**config.mk**
```make
export PLATFORM = sky130hd
export DESIGN_NAME = mem_bus_flat
export DESIGN_NICKNAME = d
export VERILOG_FILES = /design/src/rtl/mem_bus_pkg.sv /design/src/rtl/mem_bus_if.sv /design/src/rtl/mem_bus_hram_ram.sv /design/src/rtl/mem_bus.sv /design/src/flat_wrapper.sv
export SDC_FILE = /design/constraint.sdc
export NUM_CORES = 1
export LEC_CHECK = 0
export BUFFER_PORTS_ARGS = -buffer_cell sky130_fd_sc_hd__buf_2
export CAP_MARGIN = 25
export CORE_ASPECT_RATIO = 1.25
export CORE_MARGIN = 10
export CORE_UTILIZATION = 39
export CTS_CLUSTER_SIZE = 20
export DETAILED_ROUTE_END_ITERATION = 16
export GPL_TIMING_DRIVEN = 0
export PLACE_DENSITY = 0.55
export SKIP_CTS_REPAIR_TIMING = 1
export SLEW_MARGIN = 20
export SYNTH_ARGS = -nofsm -noshare
export SYNTH_HDL_FRONTEND = slang
export SYNTH_HIERARCHICAL = 1
export SYNTH_SLANG_ARGS = --single-unit
export TNS_END_PERCENT = 100
```
**constraint.sdc**
```tcl
create_clock -name clk -period 4.4 [get_ports clk]
set_clock_uncertainty 0.2 [all_clocks]
set_input_delay 0.44 -clock clk [delete_from_list [all_inputs] [get_ports clk]]
set_output_delay 0.44 -clock clk [all_outputs]
set_load 0.03 [all_outputs]
```
**src/rtl/mem_bus_pkg.sv**
```systemverilog
// Shared constants, region/state types and address helpers for the mem_bus slice.
// The OAM DMA engine is built only when MMU_OAM_DMA_EN is defined.
package mem_bus_pkg;

    localparam logic [15:0] HRAM_LO  = 16'hFF80;
    localparam logic [15:0] HRAM_HI  = 16'hFFFE;
    localparam logic [15:0] IE_ADDR  = 16'hFFFF;
    localparam logic [15:0] DMA_ADDR = 16'hFF46;
    localparam logic [15:0] OAM_BASE = 16'hFE00;

    localparam int HRAM_DEPTH = 127;

    localparam int DMA_BYTES         = 160;
    localparam int DMA_CLKS_PER_BYTE = 4;

    // Source pages E0-FF alias the work RAM echo, so they fold down by 0x20.
    localparam logic [7:0] ECHO_PAGE_LO = 8'hE0;
    localparam logic [7:0] ECHO_OFFSET  = 8'h20;

    typedef enum logic [2:0] {
        REG_EXT,
        REG_HRAM,
        REG_IE,
        REG_DMA,
        REG_BLOCKED
    } region_t;

    typedef enum logic [1:0] {
        DMA_IDLE,
        DMA_START,
        DMA_XFER
    } dma_state_t;

    function automatic region_t decode_region(input logic [15:0] addr, input logic dma_reg_en);
        region_t r;
        r = REG_EXT;
        if (addr >= HRAM_LO && addr <= HRAM_HI) r = REG_HRAM;
        else if (addr == IE_ADDR)               r = REG_IE;
        else if (dma_reg_en && addr == DMA_ADDR) r = REG_DMA;
        return r;
    endfunction

    function automatic logic [7:0] dma_src_page(input logic [7:0] v);
        return (v >= ECHO_PAGE_LO) ? v - ECHO_OFFSET : v;
    endfunction

endpackage

```
**src/rtl/mem_bus_if.sv**
```systemverilog
// CPU-side and external-side signal bundle of the memory-bus stage.
// The mem_bus stage is the slave; the CPU core plus external memory act as master.
interface mem_bus_if;

    logic [15:0] cpu_rd_addr;
    logic [7:0]  cpu_rd_data;
    logic        cpu_wr_en;
    logic [15:0] cpu_wr_addr;
    logic [7:0]  cpu_wr_data;
    logic [15:0] ext_rd_addr;
    logic [7:0]  ext_rd_data;
    logic        ext_wr_en;
    logic [15:0] ext_wr_addr;
    logic [7:0]  ext_wr_data;
    logic        dma_active;

    modport master (
        output cpu_rd_addr, cpu_wr_en, cpu_wr_addr, cpu_wr_data, ext_rd_data,
        input  cpu_rd_data, ext_rd_addr, ext_wr_en, ext_wr_addr, ext_wr_data, dma_active
    );

    modport slave (
        input  cpu_rd_addr, cpu_wr_en, cpu_wr_addr, cpu_wr_data, ext_rd_data,
        output cpu_rd_data, ext_rd_addr, ext_wr_en, ext_wr_addr, ext_wr_data, dma_active
    );

endinterface

```
**src/rtl/mem_bus_hram_ram.sv**
```systemverilog
// High RAM (FF80-FFFE): 127x8, one write port and one synchronous read port.
// A read and a write to the same word in one clock return the old contents.
module hram_ram
    import mem_bus_pkg::*;
(
    input  logic       clk,
    input  logic       wr_en,
    input  logic [6:0] wr_addr,
    input  logic [7:0] wr_data,
    input  logic [6:0] rd_addr,
    output logic [7:0] rd_data
);

    logic [7:0] mem [HRAM_DEPTH];

    // NOTE: storage is deliberately left out of reset so it maps onto a RAM macro.
    always_ff @(posedge clk) begin
        if (wr_en) mem[wr_addr] <= wr_data;
        rd_data <= mem[rd_addr];
    end

endmodule

```
**src/rtl/mem_bus.sv**
```systemverilog
// Memory-bus stage behind the CPU: HRAM, IE and FF46 decode, external forwarding,
// and the OAM DMA engine (present only when MMU_OAM_DMA_EN is defined).
module mem_bus
    import mem_bus_pkg::*;
(
    input  logic     clk,
    input  logic     rst_n,
    mem_bus_if.slave bus
);

`ifdef MMU_OAM_DMA_EN
    localparam logic DMA_EN = 1'b1;
`else
    localparam logic DMA_EN = 1'b0;
`endif

    region_t     rd_region;
    region_t     wr_region;
    region_t     rd_tag;
    logic        rd_valid;
    logic [7:0]  ie_q;
    logic [7:0]  hram_q;

    logic        dma_busy;
    logic [7:0]  dma_reg_rd;
    logic        dma_rd_en;
    logic [15:0] dma_rd_addr;
    logic        dma_wr_en;
    logic [15:0] dma_wr_addr;
    logic [7:0]  dma_wr_data;

    // NOTE: every always_comb output gets a default first so no path can infer a latch.
    always_comb begin
        rd_region = decode_region(bus.cpu_rd_addr, DMA_EN);
        if (dma_busy && rd_region == REG_EXT) rd_region = REG_BLOCKED;
        wr_region = decode_region(bus.cpu_wr_addr, DMA_EN);
    end

    // NOTE: sequential state uses non-blocking assignments only, so all flops update together.
    always_ff @(posedge clk or negedge rst_n) begin
        if (!rst_n) begin
            rd_tag   <= REG_EXT;
            rd_valid <= 1'b0;
        end else begin
            rd_tag   <= rd_region;
            rd_valid <= 1'b1;
        end
    end

    always_ff @(posedge clk or negedge rst_n) begin
        if (!rst_n)                                      ie_q <= '0;
        else if (bus.cpu_wr_en && wr_region == REG_IE)  ie_q <= bus.cpu_wr_data;
    end

    hram_ram u_hram (
        .clk     (clk),
        .wr_en   (bus.cpu_wr_en && wr_region == REG_HRAM),
        .wr_addr (bus.cpu_wr_addr[6:0]),
        .wr_data (bus.cpu_wr_data),
        .rd_addr (bus.cpu_rd_addr[6:0]),
        .rd_data (hram_q)
    );

    // Read data is muxed from last clock's tag, so every region has the same latency.
    always_comb begin
        bus.cpu_rd_data = '0;
        if (rd_valid) begin
            case (rd_tag)
                REG_HRAM:    bus.cpu_rd_data = hram_q;
                REG_IE:      bus.cpu_rd_data = ie_q;
                REG_DMA:     bus.cpu_rd_data = dma_reg_rd;
                REG_BLOCKED: bus.cpu_rd_data = 8'hFF;
                default:     bus.cpu_rd_data = bus.ext_rd_data;
            endcase
        end
    end

    assign bus.ext_rd_addr = dma_rd_en ? dma_rd_addr : bus.cpu_rd_addr;
    assign bus.dma_active  = dma_busy;

    always_comb begin
        bus.ext_wr_en   = 1'b0;
        bus.ext_wr_addr = '0;
        bus.ext_wr_data = '0;
        if (dma_wr_en) begin
            bus.ext_wr_en   = 1'b1;
            bus.ext_wr_addr = dma_wr_addr;
            bus.ext_wr_data = dma_wr_data;
        end else if (bus.cpu_wr_en && wr_region == REG_EXT && !dma_busy) begin
            bus.ext_wr_en   = 1'b1;
            bus.ext_wr_addr = bus.cpu_wr_addr;
            bus.ext_wr_data = bus.cpu_wr_data;
        end
    end

`ifdef MMU_OAM_DMA_EN
    localparam int PH_W  = $clog2(DMA_CLKS_PER_BYTE);
    localparam int CNT_W = $clog2(DMA_BYTES);

    localparam logic [PH_W-1:0]  PH_READ  = PH_W'(0);
    localparam logic [PH_W-1:0]  PH_LATCH = PH_W'(1);
    localparam logic [PH_W-1:0]  PH_WRITE = PH_W'(2);
    localparam logic [PH_W-1:0]  PH_LAST  = PH_W'(DMA_CLKS_PER_BYTE - 1);
    localparam logic [CNT_W-1:0] CNT_LAST = CNT_W'(DMA_BYTES - 1);

    dma_state_t       state_q, state_d;
    logic [PH_W-1:0]  phase_q, phase_d;
    logic [CNT_W-1:0] count_q, count_d;
    logic [7:0]       dma_reg_q;
    logic [7:0]       dma_data_q;
    logic             dma_start;

    assign dma_start = bus.cpu_wr_en && wr_region == REG_DMA;

    always_ff @(posedge clk or negedge rst_n) begin
        if (!rst_n) begin
            state_q    <= DMA_IDLE;
            phase_q    <= '0;
            count_q    <= '0;
            dma_reg_q  <= '0;
            dma_data_q <= '0;
        end else begin
            state_q <= state_d;
            phase_q <= phase_d;
            count_q <= count_d;
            if (dma_start) dma_reg_q <= bus.cpu_wr_data;
            if (state_q == DMA_XFER && phase_q == PH_LATCH) dma_data_q <= bus.ext_rd_data;
        end
    end

    always_comb begin
        state_d = state_q;
        phase_d = phase_q;
        count_d = count_q;
        case (state_q)
            DMA_START: begin
                if (phase_q == PH_LAST) begin
                    state_d = DMA_XFER;
                    phase_d = '0;
                end else begin
                    phase_d = phase_q + PH_W'(1);
                end
            end
            DMA_XFER: begin
                if (phase_q == PH_LAST) begin
                    phase_d = '0;
                    if (count_q == CNT_LAST) begin
                        state_d = DMA_IDLE;
                        count_d = '0;
                    end else begin
                        count_d = count_q + CNT_W'(1);
                    end
                end else begin
                    phase_d = phase_q + PH_W'(1);
                end
            end
            default: state_d = DMA_IDLE;
        endcase
        // A new FF46 write always wins, even mid-transfer.
        if (dma_start) begin
            state_d = DMA_START;
            phase_d = '0;
            count_d = '0;
        end
    end

    assign dma_busy    = (state_q != DMA_IDLE);
    assign dma_reg_rd  = dma_reg_q;
    assign dma_rd_en   = (state_q == DMA_XFER) && (phase_q == PH_READ);
    assign dma_rd_addr = {dma_src_page(dma_reg_q), 8'h00} + 16'(count_q);
    assign dma_wr_en   = (state_q == DMA_XFER) && (phase_q == PH_WRITE);
    assign dma_wr_addr = OAM_BASE + 16'(count_q);
    assign dma_wr_data = dma_data_q;
`else
    assign dma_busy    = 1'b0;
    assign dma_reg_rd  = '0;
    assign dma_rd_en   = 1'b0;
    assign dma_rd_addr = '0;
    assign dma_wr_en   = 1'b0;
    assign dma_wr_addr = '0;
    assign dma_wr_data = '0;
`endif

endmodule

```
**src/flat_wrapper.sv**
```systemverilog
// flat-port wrapper written by rule: the top's interface ports become plain ports
module mem_bus_flat import mem_bus_pkg::*;
  (clk, rst_n, bus_cpu_rd_addr, bus_cpu_wr_en, bus_cpu_wr_addr, bus_cpu_wr_data, bus_ext_rd_data, bus_cpu_rd_data, bus_ext_rd_addr, bus_ext_wr_en, bus_ext_wr_addr, bus_ext_wr_data, bus_dma_active);
  mem_bus_if bus_i ();
  input  logic clk;
  input  logic rst_n;
  input wire logic [$bits(bus_i.cpu_rd_addr)-1:0] bus_cpu_rd_addr;
  input wire logic [$bits(bus_i.cpu_wr_en)-1:0] bus_cpu_wr_en;
  input wire logic [$bits(bus_i.cpu_wr_addr)-1:0] bus_cpu_wr_addr;
  input wire logic [$bits(bus_i.cpu_wr_data)-1:0] bus_cpu_wr_data;
  input wire logic [$bits(bus_i.ext_rd_data)-1:0] bus_ext_rd_data;
  output wire logic [$bits(bus_i.cpu_rd_data)-1:0] bus_cpu_rd_data;
  output wire logic [$bits(bus_i.ext_rd_addr)-1:0] bus_ext_rd_addr;
  output wire logic [$bits(bus_i.ext_wr_en)-1:0] bus_ext_wr_en;
  output wire logic [$bits(bus_i.ext_wr_addr)-1:0] bus_ext_wr_addr;
  output wire logic [$bits(bus_i.ext_wr_data)-1:0] bus_ext_wr_data;
  output wire logic [$bits(bus_i.dma_active)-1:0] bus_dma_active;
  assign bus_i.cpu_rd_addr = bus_cpu_rd_addr;
  assign bus_i.cpu_wr_en = bus_cpu_wr_en;
  assign bus_i.cpu_wr_addr = bus_cpu_wr_addr;
  assign bus_i.cpu_wr_data = bus_cpu_wr_data;
  assign bus_i.ext_rd_data = bus_ext_rd_data;
  assign bus_cpu_rd_data = bus_i.cpu_rd_data;
  assign bus_ext_rd_addr = bus_i.ext_rd_addr;
  assign bus_ext_wr_en = bus_i.ext_wr_en;
  assign bus_ext_wr_addr = bus_i.ext_wr_addr;
  assign bus_ext_wr_data = bus_i.ext_wr_data;
  assign bus_dma_active = bus_i.dma_active;
  mem_bus u_core (.clk(clk), .rst_n(rst_n), .bus(bus_i));
endmodule
```
==> results of run 1 <==
## cells in the final DEF (no fill, tap or decap), drive strengths merged, types with 25 or more instances in the layout
master / n
nor2b: 31
mux4: 238
o22ai: 29
nor2: 146
mux2i: 38
and2: 34
clkbuf: 160
o21ai: 25
edfxtp: 1016
a22oi: 39
buf: 199
mux2: 39
clkinv: 40
nand2: 41
## path summary, 6_finish.rpt
kind / end / slack (ps) / depth (start not counted)
setup / recovery: u_core/u_hram/mem[61][5] / 680 / 8
hold / removal: u_core/u_hram/mem[38][0] / -2 / 1
setup reg to reg: u_core/u_hram/rd_data[5] / 1550 / 5
hold reg to reg: u_core/ie_q[3] / 310 / 1
max in group asynchronous: u_core/ie_q[7] / 2700 / 4
min in group asynchronous: u_core/rd_valid / 470 / 3
## cells by family after synthesis
kind of cell / synth area share [%]
buffers and inverters: 1.89
DFF: 75.8
AOI/OAI and AO/OA: 2.68
muxes: 15.2
and+or+nand+nor: 4.40
other: 0.0184
## final cells by class
cell class / instances / share of cell area, %
timing repair buffer: 128 / 2.08
clock buffer: 120 / 5.61
clock inverter: 61 / 1.45
buffer: 124 / 1.65
inverter: 3 / 0.0240
tap: 1340 / 3.58
multi-input combinational: 837 / 19.5
sequential: 1035 / 66.1
## flip-flops by register name, summed over array words and instances, names as in the netlist
register               cells
u_core/ie_q                8
u_core/rd_tag              2
u_core/rd_valid            1
u_core/u_hram/mem       1016
u_core/u_hram/rd_data      8
## layer usage
layer	GRT usage, %	up-vias	share of wire, %
li1	-	8701	-
met1	25.5	11600	38
met2	34.2	1035	50
met3	3.54	251	7.7
met4	9.22	2	4.8
met5	0	-	0.011
## stage by stage
| stage | setup TNS [ps] | power, mW |
|---|---|---|
| 6_report | 0 | 20.7 |
| 5_1_grt | 0 | 21.3 |
| 4_1_cts | 0 | 20.9 |
| 3_5_place_dp | 0 | 12.3 |
| 3_3_place_gp | -527 | 12.2 |
| 2_1_floorplan | 0 | 11.6 |
## worst max-delay path, delay by kind of cell
| family | cells | cell delay, ps |
|---|---|---|
| buffers and inverters | 4 | 1570 |
| AND/OR/NAND/NOR | 4 | 1780 |
## where the power goes
group	switching (mW)	internal, mW
Combinational	0.829	0.402
Sequential	0.00478	10.8
Clock	3.65	5.02
Total	4.49	16.3
==> results.yml, run 1 <==
outcome:
  status: "finished, violations left"
  violations: "hold timing"
cts:
  cts_max_level: 3
  cts.sinks: 1035
  cts_tree: "built"
  cts-root-buf: "clkbuf_16"
  clockBufferDepth: 3
  cts.clk_slew.worst_paths_ps: 60
  insertion_delay_ps: 690
  numCtsBuffers: 98
placed_design:
  dpl-instance-area_um2: 43400
  numPortBuffers: 99
  gp_congestion: 0.896
  place_inst: 3452
  post-dp-hpwl_um: 82300
  place_ws_ps: 172
timing:
  period_share_pct: 84.5
  setup_viol: 0
  max_slew.worst_pin.slew_ps: 1120
  grt_setup_unrepaired: "false"
  worst_hold_slack_ps: -1.72
  post-route-min-period_ps: 3720
  setup_ws_ps: 682
  hold_viol_final: 1
  slew_viol_final: 0
  timing.fmax_ghz: 0.269
  slew_headroom_pct: 24.7
power_and_ir_drop:
  vdd_ir_drop_max_uv: 320
  p_per_area_nw_per_um2: 443
  p_leak_nw: 14.7
cells_and_area:
  multi_input_area_um2: 9160
  drive_gt1_share_pct: 28.3
  final_util_pct: 45.2
  nets: 2278
  final_cells: 3648
  seq_area_um2: 30900
  finish.instance_area_um2: 46800
  area_growth_pct: 14.8
  final.fill_count: 8826
  num_antenna_cells: 0
yosys:
  synth_area_leader_cell: "edfxtp_1"
  syn_nets: 2050
  ys_ff_latch: 1035
  synth_most_common_cell: "edfxtp_1"
  netlist_instances: 1999
  netlist_area_um2: 40800
  synth_warnings: 6
  async_flop_share_pct: 1.06
  seq_area_frac_synth_pct: 75.8
  synth_common_cells: "edfxtp_1, mux4_2, nor2_1, nand2_1, clkbuf_1"
  synth_edf_count: 1016
  synth.area.top_cells: "edfxtp_1, mux4_2, nor2_1, mux2_2, mux2i_1"
  synth_top_cell_area_share_pct: 74.8
  synth_flop_cell: "edfxtp_1"
  syn_avg_cell_area_um2: 20.4
  synth_cell_types: 55
detailed_routing:
  drt_iter0_drc: 2365
  routed_wl_um: 122000
  ant_nets: 0
  vias: 21600
  dr.pass1.iters: 5
  drc: 0
  wl_per_cell_um: 33.3
  via_per_inst: 5.92
flow_run:
  drv_cap: 0
global_routing:
  gr-usage-all-layers_pct: 20.3
  grt_max_degree: 91
  overflow: 0
  first_global_vias: 21900
  grt_pass1_wl_um: 168000
  antenna_found_initial: 3
floorplan:
  die_x_um: 309
  die_area_um2: 118000
  start_util_pct: 39.3
  io_pins: 101
  core_um2: 104000
  num_rows: 132
  dieHeight_um: 382
critical_path:
  critPathKind: "in -> reg"
  cp-start-kind: "primary input"
  crit_fanout: 10
  rr_startpoint: "u_core/u_hram/mem[2][5]"
  critPathMaxStageDelay_ps: 850
  crit_chain: "dlygate4sd3_1 > buf_2 > and4b_2 > clkbuf_1 > nor2b_1 > nand3_1 > clkbuf_2 > nor2_1"
  cp.required_ps: 4490
  critPathLaunch: "bus_cpu_wr_en"
  cpMaxStageDelayCell: "nor2_1"
  end_kind: "register"
  cp.arrival_ps: 3810
hold_path:
  hold_path_class: "in -> reg"
  hold_path_startpoint: "bus_cpu_wr_data[0]"
Note: power is estimated with default switching activity, not from simulation.
==> inputs of run 2 (changes only) <==
==> constraint.sdc (replaced) <==
create_clock -name clk -period 3.6 [get_ports clk]
set_clock_uncertainty 0.2 [all_clocks]
set_input_delay 0.36 -clock clk [delete_from_list [all_inputs] [get_ports clk]]
set_output_delay 0.36 -clock clk [all_outputs]
set_load 0.03 [all_outputs]
==> results.yml, run 2 (same netlist as run 1, synthesis figures left out) <==
detailed_routing:
  ant_nets: 0
  via_per_inst: 5.92
  drc: 0
  dr.pass1.iters: 7
  routed_wl_um: 121000
  wl_per_cell_um: 33.3
  vias: 21600
  drt_iter0_drc: 2237
cts:
  cts_max_level: 3
  cts.clk_slew.worst_paths_ps: 60
  cts.sinks: 1035
  clockBufferDepth: 3
  insertion_delay_ps: 690
  cts_tree: "built"
  numCtsBuffers: 98
  cts-root-buf: "clkbuf_16"
hold_path:
  whs_endpoint: "u_core/u_hram/mem[19][2]"
  hold_path_class: "in -> reg"
  hold_path_depth: 1
  hold_path_startpoint: "bus_cpu_wr_data[2]"
cells_and_area:
  largest_registers: "u_core/u_hram/mem: 1016 flops, u_core/ie_q: 8 flops, u_core/u_hram/rd_data: 8 flops"
  final_cells: 3652
  mostFrequentLayoutCell: "edfxtp_1"
  finish.instance_area_um2: 46900
  final_util_pct: 45.2
  regMostFlops: "u_core/u_hram/mem"
  nets: 2281
  area_growth_pct: 14.9
  largest_reg_flops: 1016
  layout_common_cells: "edfxtp_1, mux4_2, nor2_1"
  drive_gt1_share_pct: 28.3
timing:
  setup_ws_ps: -10.1
  hold_viol_final: 0
  max_slew.worst_pin.slew_ps: 1090
  post-route-min-period_ps: 3610
  period_share_pct: 100
  slew_headroom_pct: 26.4
  setup_viol: 6
  slew_viol_final: 0
  grt_setup_unrepaired: "true"
  timing.fmax_ghz: 0.277
floorplan:
  num_rows: 132
  io_pins: 101
  dieHeight_um: 382
  die_x_um: 309
  start_util_pct: 39.3
  die_area_um2: 118000
  core_um2: 104000
placed_design:
  numPortBuffers: 99
  place_inst: 3452
  dpl-instance-area_um2: 43400
  gp_congestion: 0.896
  post-dp-hpwl_um: 82300
critical_path:
  cp.required_ps: 3700
  critical_path_buf_inv_count: 3
  crit_chain: "buf_2 > nand4_1 > nor2_2 > and4b_2 > clkbuf_1 > nor2b_1 > nand3_1 > clkbuf_2 > nor2_1"
  ff2ff_setup_slack_ps: 770
  rr_startpoint: "u_core/u_hram/mem[23][4]"
  cp.arrival_ps: 3710
  rr_endpoint: "u_core/u_hram/rd_data[4]"
  critPathMaxStageDelay_ps: 870
  path_depth: 9
  ff2ff_path_depth: 5
  crit_fanout: 10
  cp_top_family: "simple AND/OR/NAND/NOR gates"
  cp-start-kind: "primary input"
  cpMaxStageDelayCell: "nor2_1"
  end_kind: "register"
  critPathKind: "in -> reg"
power_and_ir_drop:
  p_per_area_nw_per_um2: 541
  vdd_ir_drop_max_uv: 391
  p_leak_nw: 14.7
global_routing:
  overflow: 0
  antenna_found_initial: 3
  grt_pass1_wl_um: 168000
  first_global_vias: 21900
  grt_max_degree: 91
  gr-usage-all-layers_pct: 20.3
outcome:
  violations: "setup timing"
  status: "finished, violations left"
flow_run:
  drv_cap: 0
-- run 2: worst max-delay path by stage --
| stage | start | end | slack (ps) |
|---|---|---|---|
| after global placement | bus_cpu_rd_addr[2] | u_core/u_hram/rd_data[3] | -920 |
| after global routing | bus_cpu_wr_addr[14] | u_core/u_hram/mem[53][0] | -40 |
| after CTS | bus_cpu_wr_addr[14] | u_core/u_hram/mem[61][0] | 150 |
| after detailed placement | bus_cpu_wr_addr[14] | u_core/u_hram/mem[61][1] | -550 |
| after floorplan | bus_cpu_wr_addr[9] | u_core/u_hram/mem[109][0] | 900 |
| final | bus_cpu_wr_addr[13] | u_core/u_hram/mem[109][5] | -10 |
-- run 2: power by group --
| part | internal (mW) | switching, mW | total (mW) |
|---|---|---|---|
| clock | 6.14 | 4.46 | 10.6 |
| combinational | 0.494 | 1.01 | 1.51 |
| sequential | 13.2 | 0.00592 | 13.2 |
-- run 2: final cells by class --
| type | count | area (um2) |
|---|---|---|
| Inverter | 3 | 11.3 |
| Sequential cell | 1035 | 30900 |
| Clock inverter | 61 | 677 |
| Antenna cell | 1 | 2.50 |
| Timing Repair Buffer | 131 | 1010 |
| Fill cell | 8827 | 56800 |
| Buffer | 124 | 772 |
| Tap cell | 1340 | 1680 |
| Multi-Input combinational cell | 837 | 9160 |
| Clock buffer | 120 | 2630 |
-- run 2: layer usage --
metal	GRT usage (%)	wire, um
met4	9.22	5730
met1	25.5	45600
met5	0	13
met2	34.2	60900
met3	3.54	9230
-- run 2: worst reg2reg max path, cell delays in order (launching register included) --
cell and delay (ps):
edfxtp_1 370, mux4_2 520, mux2i_1 440, nor2_1 90, nor4_1 750, a211oi_1 300
-- run 2: through the flow --
stage	TNS, ps	power (mW)	worst slack, ps	hold slack [ps]
final	-37.3	25.4	-10.1	25.3
after global routing	-766	26.1	-41.6	40.4
after CTS	0	25.5	145	-685
after detailed placement	-229900	15.0	-548	50.8
after global placement	-369150	14.9	-923	47.0
after floorplan	0	14.2	895	-136
==> inputs of run 3 (changes only) <==
--- a/config.mk
+++ b/config.mk
@@ -12,8 +12,8 @@
 export CORE_UTILIZATION = 39
 export CTS_CLUSTER_SIZE = 20
 export DETAILED_ROUTE_END_ITERATION = 16
-export GPL_TIMING_DRIVEN = 0
 export PLACE_DENSITY = 0.55
+export SETUP_SLACK_MARGIN = 0.5
 export SKIP_CTS_REPAIR_TIMING = 1
 export SLEW_MARGIN = 20
 export SYNTH_ARGS = -nofsm -noshare
==> results.yml, run 3 (same netlist as run 1, synthesis figures left out) <==
critical_path:
  cp.arrival_ps: 2440
  end_kind: "primary output"
  critPathMaxStageDelay_ps: 840
  crit_fanout: 16
  cp.required_ps: 3040
  critPathKind: "in -> out"
  crit_chain: "dlygate4sd3_1 > buf_2 > a21boi_2 > buf_12 > and2_1 > buf_2"
  crit_top_cell: "buf_2"
  cpMaxStageDelayCell: "a21boi_2"
  cp-start-kind: "primary input"
power_and_ir_drop:
  p_per_area_nw_per_um2: 529
  p_leak_nw: 15.1
  vdd_ir_drop_max_uv: 415
cts:
  cts.sinks: 1035
  cts.clk_slew.worst_paths_ps: 60
  clockBufferDepth: 3
  cts_tree: "built"
  numCtsBuffers: 97
  cts_max_level: 3
  insertion_delay_ps: 700
  cts-root-buf: "clkbuf_16"
detailed_routing:
  drt_iter0_drc: 1908
  via_per_inst: 5.64
  drc: 0
  routed_wl_um: 109000
  wl_per_cell_um: 29.4
  wl_met1_um: 43200
  vias: 20900
  ant_nets: 0
  wl_met3_um: 6340
  met2WireLength_um: 55000
  dr.pass1.iters: 5
  highest_layer: "met5"
global_routing:
  antenna_found_initial: 5
  first_global_vias: 21700
  grt_pass1_wl_um: 157000
  grt_max_degree: 129
  overflow: 0
  gr-usage-all-layers_pct: 18.4
cells_and_area:
  num_antenna_cells: 0
  area_growth_pct: 16.1
  drive_gt1_share_pct: 31.4
  layout_common_cells: "edfxtp_1, mux4_2, buf_4"
  nets: 2340
  mostFrequentLayoutCell: "edfxtp_1"
  largest_registers: "u_core/u_hram/mem: 1016 flops, u_core/ie_q: 8 flops, u_core/u_hram/rd_data: 8 flops"
  regMostFlops: "u_core/u_hram/mem"
  largest_reg_flops: 1016
  final.fill_count: 8747
floorplan:
  start_util_pct: 39.3
  core_um2: 104000
  die_x_um: 309
  dieHeight_um: 382
  die_area_um2: 118000
  num_rows: 132
  io_pins: 101
timing:
  setup_viol: 0
  period_share_pct: 83.5
  max_slew.worst_pin.slew_ps: 1060
  slew_viol_final: 0
  worst_hold_slack_ps: 42.6
  timing.fmax_ghz: 0.333
  post-route-min-period_ps: 3000
  setup_tns_ps: 0
  hold_viol_final: 0
  grt_setup_unrepaired: "false"
  slew_headroom_pct: 29.1
hold_path:
  hold_path_class: "in -> reg"
flow_run:
  drv_cap: 0
placed_design:
  gp_congestion: 0.855
  numPortBuffers: 99
  post-dp-hpwl_um: 71900
outcome:
  status: "finished, final reports clean"
## run 3: cell types whose count changed in the layout (fill, tap and decap cells not counted), sizes merged
cell	previous run	this run
dlygate4sd3	16	12
bufinv	13	10
diode	1	0
clkbuf	160	122
buf	199	303
clkinvlp	5	6
## run 3: critical path, delay by kind of cell
family	cells	cell delay, ps
and+or+nand+nor	1	130
buffers and inverters	4	1100
AOI/OAI and AO/OA	1	840
## run 3: path summary, 6_finish.rpt
| path | from | endpoint | slack, ps | cells after the start |
|---|---|---|---|---|
| max | bus_cpu_wr_en | bus_ext_wr_data[5] | 600 | 6 |
| min | bus_cpu_wr_data[1] | u_core/u_hram/mem[42][1] | 40 | 1 |
| max reg2reg | u_core/u_hram/mem[107][5] | u_core/u_hram/rd_data[5] | 1110 | 6 |
| min reg2reg | u_core/ie_q[3] | u_core/ie_q[3] | 310 | 1 |
| max in group asynchronous | rst_n | u_core/rd_tag[1] | 2330 | 3 |
| min in group asynchronous | rst_n | u_core/ie_q[6] | 510 | 3 |
## run 3: metrics by stage
step	area [um2]	worst slack [ps]	std cells	util [%]	power (mW)
floorplan	40800	895	1999	-	14.2
global placement	44000	149	3518	42.4	14.9
detailed placement	44000	140	3518	42.4	14.9
CTS	47200	670	3699	45.6	25.3
global route	47400	542	3711	45.7	25.8
finish	47400	596	3711	45.7	25.0
## run 3: final cells by class
class | count | area, um2 | area share, %
multi-input combinational | 837 | 9090 | 19.2
clock buffer | 122 | 2640 | 5.57
inverter | 3 | 11.3 | 0.0238
clock inverter | 59 | 621 | 1.31
tap | 1340 | 1680 | 3.54
timing repair buffer | 315 | 2390 | 5.05
sequential | 1035 | 30900 | 65.3
## run 3: metal layers
metal  up-vias  track usage [%]
met5         -                0
met4         2             7.97
met3       181             2.78
met2       761             31.0
met1     11200             23.5
li1       8830                -
## run 3: power by group
part | switching, mW | total (mW) | internal [mW]
clock network | 4.49 | 10.4 | 5.94
logic | 0.879 | 1.36 | 0.476
registers | 0.0213 | 13.3 | 13.2
total | 5.39 | 25.0 | 19.7
